--- src/rtl/display_writer.sv ---
// Byte-stream terminal writer into an 80x32 display RAM; writes land one cycle after acceptance.
// char_ready is low only while a screen or line clear runs. Optional macro: DISP_WR_BACKSPACE_EN.
module display_writer #(
  parameter int         COLS   = 80,
  parameter int         ROWS   = 32,
  parameter int         ADDR_W = 12,
  parameter logic [7:0] BLANK  = 8'h20
) (
  input  logic              clk,
  input  logic              resetn,
  input  logic [7:0]        char_in,
  input  logic              char_valid,
  output logic              char_ready,
  output logic              wr_en,
  output logic [ADDR_W-1:0] wr_addr,
  output logic [7:0]        wr_data,
  output logic [6:0]        cur_x,
  output logic [4:0]        cur_y,
  output logic              busy
);

  typedef enum logic [1:0] {S_IDLE, S_CLR_SCR, S_CLR_LINE} state_t;

  localparam logic [ADDR_W-1:0] SCR_LAST  = ADDR_W'(COLS * ROWS - 1);
  localparam logic [ADDR_W-1:0] LINE_LAST = ADDR_W'(COLS - 1);
  localparam logic [6:0]        X_LAST    = 7'(COLS - 1);
  localparam logic [4:0]        Y_LAST    = 5'(ROWS - 1);

  state_t            r_state, w_state_nxt;
  logic [6:0]        r_x, w_x_nxt;
  logic [4:0]        r_y, w_y_nxt;
  logic [ADDR_W-1:0] r_idx, w_idx_nxt;
  logic              r_wr_en, w_wr_en_nxt;
  logic [ADDR_W-1:0] r_wr_addr, w_wr_addr_nxt;
  logic [7:0]        r_wr_data, w_wr_data_nxt;
  logic              w_accept;
  logic              w_printable;
  logic              w_row_adv;
  logic [ADDR_W-1:0] w_cell;

  assign char_ready  = (r_state == S_IDLE);
  assign busy        = !char_ready;
  assign w_accept    = char_valid && char_ready;
  assign w_printable = (char_in >= 8'h20) && (char_in != 8'h7F);
  assign w_cell      = ADDR_W'(r_y) * ADDR_W'(COLS) + ADDR_W'(r_x);

  always_comb begin
    w_state_nxt   = r_state;
    w_x_nxt       = r_x;
    w_y_nxt       = r_y;
    w_idx_nxt     = r_idx;
    w_wr_en_nxt   = 1'b0;
    w_wr_addr_nxt = r_wr_addr;
    w_wr_data_nxt = r_wr_data;
    w_row_adv     = 1'b0;
    case (r_state)
      S_IDLE: begin
        if (w_accept) begin
          if (w_printable) begin
            w_wr_en_nxt   = 1'b1;
            w_wr_addr_nxt = w_cell;
            w_wr_data_nxt = char_in;
            if (r_x == X_LAST) begin
              w_x_nxt   = 7'd0;
              w_row_adv = 1'b1;
            end else begin
              w_x_nxt = r_x + 7'd1;
            end
          end else begin
            case (char_in)
              8'h0A: begin
                w_x_nxt   = 7'd0;
                w_row_adv = 1'b1;
              end
              8'h0D: w_x_nxt = 7'd0;
              8'h0C: begin
                w_state_nxt = S_CLR_SCR;
                w_idx_nxt   = '0;
                w_x_nxt     = 7'd0;
                w_y_nxt     = 5'd0;
              end
`ifdef DISP_WR_BACKSPACE_EN
              // Previous cell is always cell-1, including the wrap to the row above.
              8'h08: begin
                if (r_x != 7'd0 || r_y != 5'd0) begin
                  w_wr_en_nxt   = 1'b1;
                  w_wr_addr_nxt = w_cell - ADDR_W'(1);
                  w_wr_data_nxt = BLANK;
                  if (r_x != 7'd0) begin
                    w_x_nxt = r_x - 7'd1;
                  end else begin
                    w_x_nxt = X_LAST;
                    w_y_nxt = r_y - 5'd1;
                  end
                end
              end
`endif
              default: ;
            endcase
          end
          if (w_row_adv) begin
            if (r_y != Y_LAST) begin
              w_y_nxt = r_y + 5'd1;
            end else begin
              w_y_nxt     = 5'd0;
              w_state_nxt = S_CLR_LINE;
              w_idx_nxt   = '0;
            end
          end
        end
      end
      S_CLR_SCR, S_CLR_LINE: begin
        w_wr_en_nxt   = 1'b1;
        w_wr_addr_nxt = r_idx;
        w_wr_data_nxt = BLANK;
        if (r_idx == ((r_state == S_CLR_SCR) ? SCR_LAST : LINE_LAST)) begin
          w_state_nxt = S_IDLE;
        end else begin
          w_idx_nxt = r_idx + ADDR_W'(1);
        end
      end
      default: w_state_nxt = S_IDLE;
    endcase
  end

  always_ff @(posedge clk or negedge resetn) begin
    if (!resetn) begin
      r_state   <= S_IDLE;
      r_x       <= 7'd0;
      r_y       <= 5'd0;
      r_idx     <= '0;
      r_wr_en   <= 1'b0;
      r_wr_addr <= '0;
      r_wr_data <= 8'h00;
    end else begin
      r_state   <= w_state_nxt;
      r_x       <= w_x_nxt;
      r_y       <= w_y_nxt;
      r_idx     <= w_idx_nxt;
      r_wr_en   <= w_wr_en_nxt;
      r_wr_addr <= w_wr_addr_nxt;
      r_wr_data <= w_wr_data_nxt;
    end
  end

  assign wr_en   = r_wr_en;
  assign wr_addr = r_wr_addr;
  assign wr_data = r_wr_data;
  assign cur_x   = r_x;
  assign cur_y   = r_y;

endmodule

--- config.mk ---
export PLATFORM = sky130hd
export DESIGN_NAME = display_writer
export DESIGN_NICKNAME = d
export VERILOG_FILES = /design/src/rtl/display_writer.sv
export SDC_FILE = /design/constraint.sdc
export NUM_CORES = 1
export LEC_CHECK = 0
export ABC_CLOCK_PERIOD_IN_PS = 2750
export CAP_MARGIN = 15
export CORE_MARGIN = 3
export CORE_UTILIZATION = 35
export CTS_CLUSTER_SIZE = 8
export DETAILED_ROUTE_END_ITERATION = 10
export SYNTH_ARGS = -nofsm -noshare
export SYNTH_HDL_FRONTEND = slang
export SYNTH_SLANG_ARGS = --single-unit
--- constraint.sdc ---
create_clock -name clk -period 2.75 [get_ports clk]
set_input_delay 0.55 -clock clk [delete_from_list [all_inputs] [get_ports clk]]
set_output_delay 0.55 -clock clk [all_outputs]
set_load 0.02 [all_outputs]
==> results.json <==
{
  "outcome": "complete, no violations",
  "syn_inst": 301,
  "synth.distinct_cells": 56,
  "slowest_delay_ns": 0.52,
  "grt_max_degree": 26,
  "overflow": 0,
  "first_pass_iters": 4,
  "cp-start-kind": "flop",
  "synthMuxAreaShare": 0.04005,
  "core_um2": 7807,
  "synthAdderAreaFrac": 0.08451,
  "vias": 2609,
  "synth_ff_type": "dfrtp_1",
  "final_cell_area_um2": 3697,
  "die_h_um": 96.12,
  "ctsHoldBuffers": 0,
  "cts_buffers": 5,
  "rsz0062_at_grt": "false",
  "synthSimpleGateAreaFrac": 0.2293,
  "grt_usage": 0.1762,
  "cp_num_cells": 8,
  "num_io_pins": 46,
  "end_kind": "flop",
  "path_delay_family": "adder cells",
  "r2r-end": "wr_addr[11]",
  "yosysWarnings": 0,
  "ff2ff_setup_slack_ns": 0.15,
  "arrival_ns": 2.79,
  "fillers": 764,
  "post-route-period-util": 0.9448,
  "row_count": 32,
  "die_area_um2": 9239,
  "critPathBufInv": 0,
  "cts.path.max_buffers": 2,
  "final_core_utilization": 0.4736,
  "crit_chain": "ha_1 > ha_1 > fa_1 > and3_1 > a32oi_1 > nor2_1 > a221oi_2 > o21ai_1",
  "maxSlewViolCount": 0,
  "clock_sinks": 47,
  "cts_tree": "done",
  "async_reset_ff_frac": 1.000,
  "hpwl_mm": 5.810,
  "crit_required_ns": 2.94,
  "finalSetupViolations": 0,
  "drive_gt1_frac": 0.1277,
  "reg2reg_from": "cur_y[1]",
  "place_congestion": 0.8405,
  "htreeDepth": 2,
  "cts.clk_slew.worst_paths_ns": 0.09,
  "netlist_top_cells_area": "dfrtp_1, ha_1, nand2_1, mux2i_1, and3_1",
  "dieWidth_um": 96.12,
  "vias_per_cell": 5.458,
  "fmax_ghz": 0.3849,
  "path_class": "reg -> reg",
  "finalClockSkew_ns": 0.006307,
  "finalHoldWorstSlack_ns": 0.03168,
  "ant_nets": 0,
  "worst_r2r_path_depth": 8,
  "first_iter_violations": 139,
  "numPortBuffers": 45,
  "antenna_found_initial": 0,
  "final_net_count": 404,
  "drt_wl_total_mm": 7.649,
  "dpl_cell_area_um2": 3596,
  "clockRootBuffer": "clkbuf_8",
  "p_total_mw": 2.613,
  "cts_setup_buffers": 0,
  "cpMaxStageDelayCell": "fa_1",
  "syn_to_final_growth_pct": 30.06,
  "ys_ff_latch": 47,
  "first_global_vias": 2463,
  "power_leakage_nw": 1.718,
  "synth_top_family_by_area": "simple AND/OR/NAND/NOR gates",
  "diodes": 0,
  "final-seq-area_um2": 1176,
  "synth_xor_area_frac": 0.02157,
  "fin_crit_ns": 2.598,
  "route.detailed.drc": 0,
  "worst_pin_slew_ns": 0.5616,
  "path_max_fanout": 4,
  "critical_path.startpoint": "cur_y[1]",
  "max_cap_violations": 0,
  "synth_compound_area_frac": 0.1831,
  "syn_area_per_cell_um2": 9.444,
  "synth_seq_area_share": 0.4137,
  "cellPowerDensity_nw_per_um2": 706.6,
  "syn_nets": 330,
  "cp-endpoint": "wr_addr[11]",
  "grt_pass1_wl_mm": 12.50,
  "path_common_cell": "ha_1",
  "tns_ns": 0,
  "start_util": 0.3641,
  "multi_input_area_um2": 1594,
  "slew-limit-headroom": 0.6231,
  "clock_latency_ns": 0.30,
  "worst_hold_path_type": "in -> async",
  "synth-edff-count": 0,
  "yosys.area.top_type_share": 0.4137,
  "drt-wirelength-per-cell_um": 16.00,
  "ir_drop_mv": 0.5083,
  "syn-cell-area_um2": 2843,
  "hold_viol_final": 0,
  "yosys.area.top_type": "dfrtp_1"
}
## through the flow
step / worst slack (ns) / instances
after floorplan: 0.2628 / 301
final: 0.1518 / 478
after CTS: 0.08248 / 478
after global placement: -0.03169 / 470
after global routing: 0.04595 / 478
after detailed placement: -0.05059 / 470
## final cells by class
| cell class | count | area share |
|---|---|---|
| flip-flops and latches | 47 | 0.3181 |
| well taps | 102 | 0.03452 |
| multi-input cells | 237 | 0.4311 |
| clock buffers | 7 | 0.02335 |
| repair buffers | 75 | 0.1814 |
| clock inverters | 1 | 0.002369 |
| inverters | 9 | 0.009137 |
## cell usage after synthesis (4+ instances only)
| cell type | n |
|---|---|
| inv_1 | 8 |
| clkbuf_1 | 6 |
| ha_1 | 16 |
| mux2i_1 | 8 |
| a21oi_1 | 10 |
| o21ai_0 | 11 |
| dfrtp_1 | 47 |
| a221o_1 | 5 |
| xnor2_1 | 6 |
| nor3_1 | 12 |
| a31oi_1 | 4 |
| nor2_1 | 11 |
| and3_1 | 12 |
| a21o_1 | 5 |
| a211oi_1 | 5 |
| nand3_1 | 15 |
| a211o_1 | 7 |
| o21ai_1 | 12 |
| nand2_1 | 44 |
| nor4_1 | 5 |
## sequential cells by signal, summed over array words and instances (netlist names)
name	flops
r_idx	12
cur_y	5
cur_x	7
wr_addr	12
r_state	2
wr_data	8
wr_en	1
## timing repair
| action | in CTS | in global routing |
|---|---|---|
| endpoints found under the hold margin | 0 | 0 |
| endpoints found under the setup margin | 0 | 1 |
| resized for setup | 0 | 1 |
## cell usage in the layout (no fill, tap or decap), types with 4 or more instances in the layout
master           count
a211oi_1             5
a221o_1              5
nor2_1              11
xnor2_1              6
ha_1                16
nand3_1             15
buf_4               30
a21oi_1             10
nor4_1               5
clkdlybuf4s50_1     44
o21ai_1             12
a21o_1               5
mux2i_1              8
and3_1              12
clkbuf_8             6
dfrtp_1             47
inv_1                8
o21ai_0             11
a31oi_1              4
nand2_1             44
nor3_1              12
a211o_1              7
## metal layers
metal,vias to the layer above,share of wire,global-route usage
met1,1242,0.47,0.2375
met5,-,0,0
met2,89,0.46,0.2887
met4,0,0.014,0.04976
li1,1268,-,-
met3,10,0.060,0.03127
## kinds of logic after synthesis
| family | Yosys count |
|---|---|
| simple gates | 125 |
| mux | 11 |
| xor+xnor | 7 |
| fa+ha+maj | 18 |
| compound gates | 76 |
| flops | 47 |
| buf+inv | 17 |
## power breakdown
| part | switching, mW | internal [mW] |
|---|---|---|
| sequential | 0.134 | 0.858 |
| clock | 0.241 | 0.206 |
| combinational | 0.643 | 0.531 |
## how the worst min path moves through the flow
| stage | from | end | slack, ns | depth (start not counted) |
|---|---|---|---|---|
| final | resetn | wr_data[6] | 0.03 | 1 |
| after global routing | resetn | wr_data[6] | 0.03 | 1 |
| after CTS | resetn | wr_data[6] | 0.03 | 1 |
| after detailed placement | resetn | wr_data[3] | 0.36 | 1 |
| after global placement | resetn | wr_data[3] | 0.36 | 1 |
| after floorplan | resetn | cur_x[0] | 0.25 | 0 |
Note: power is estimated with default switching activity, not from simulation.
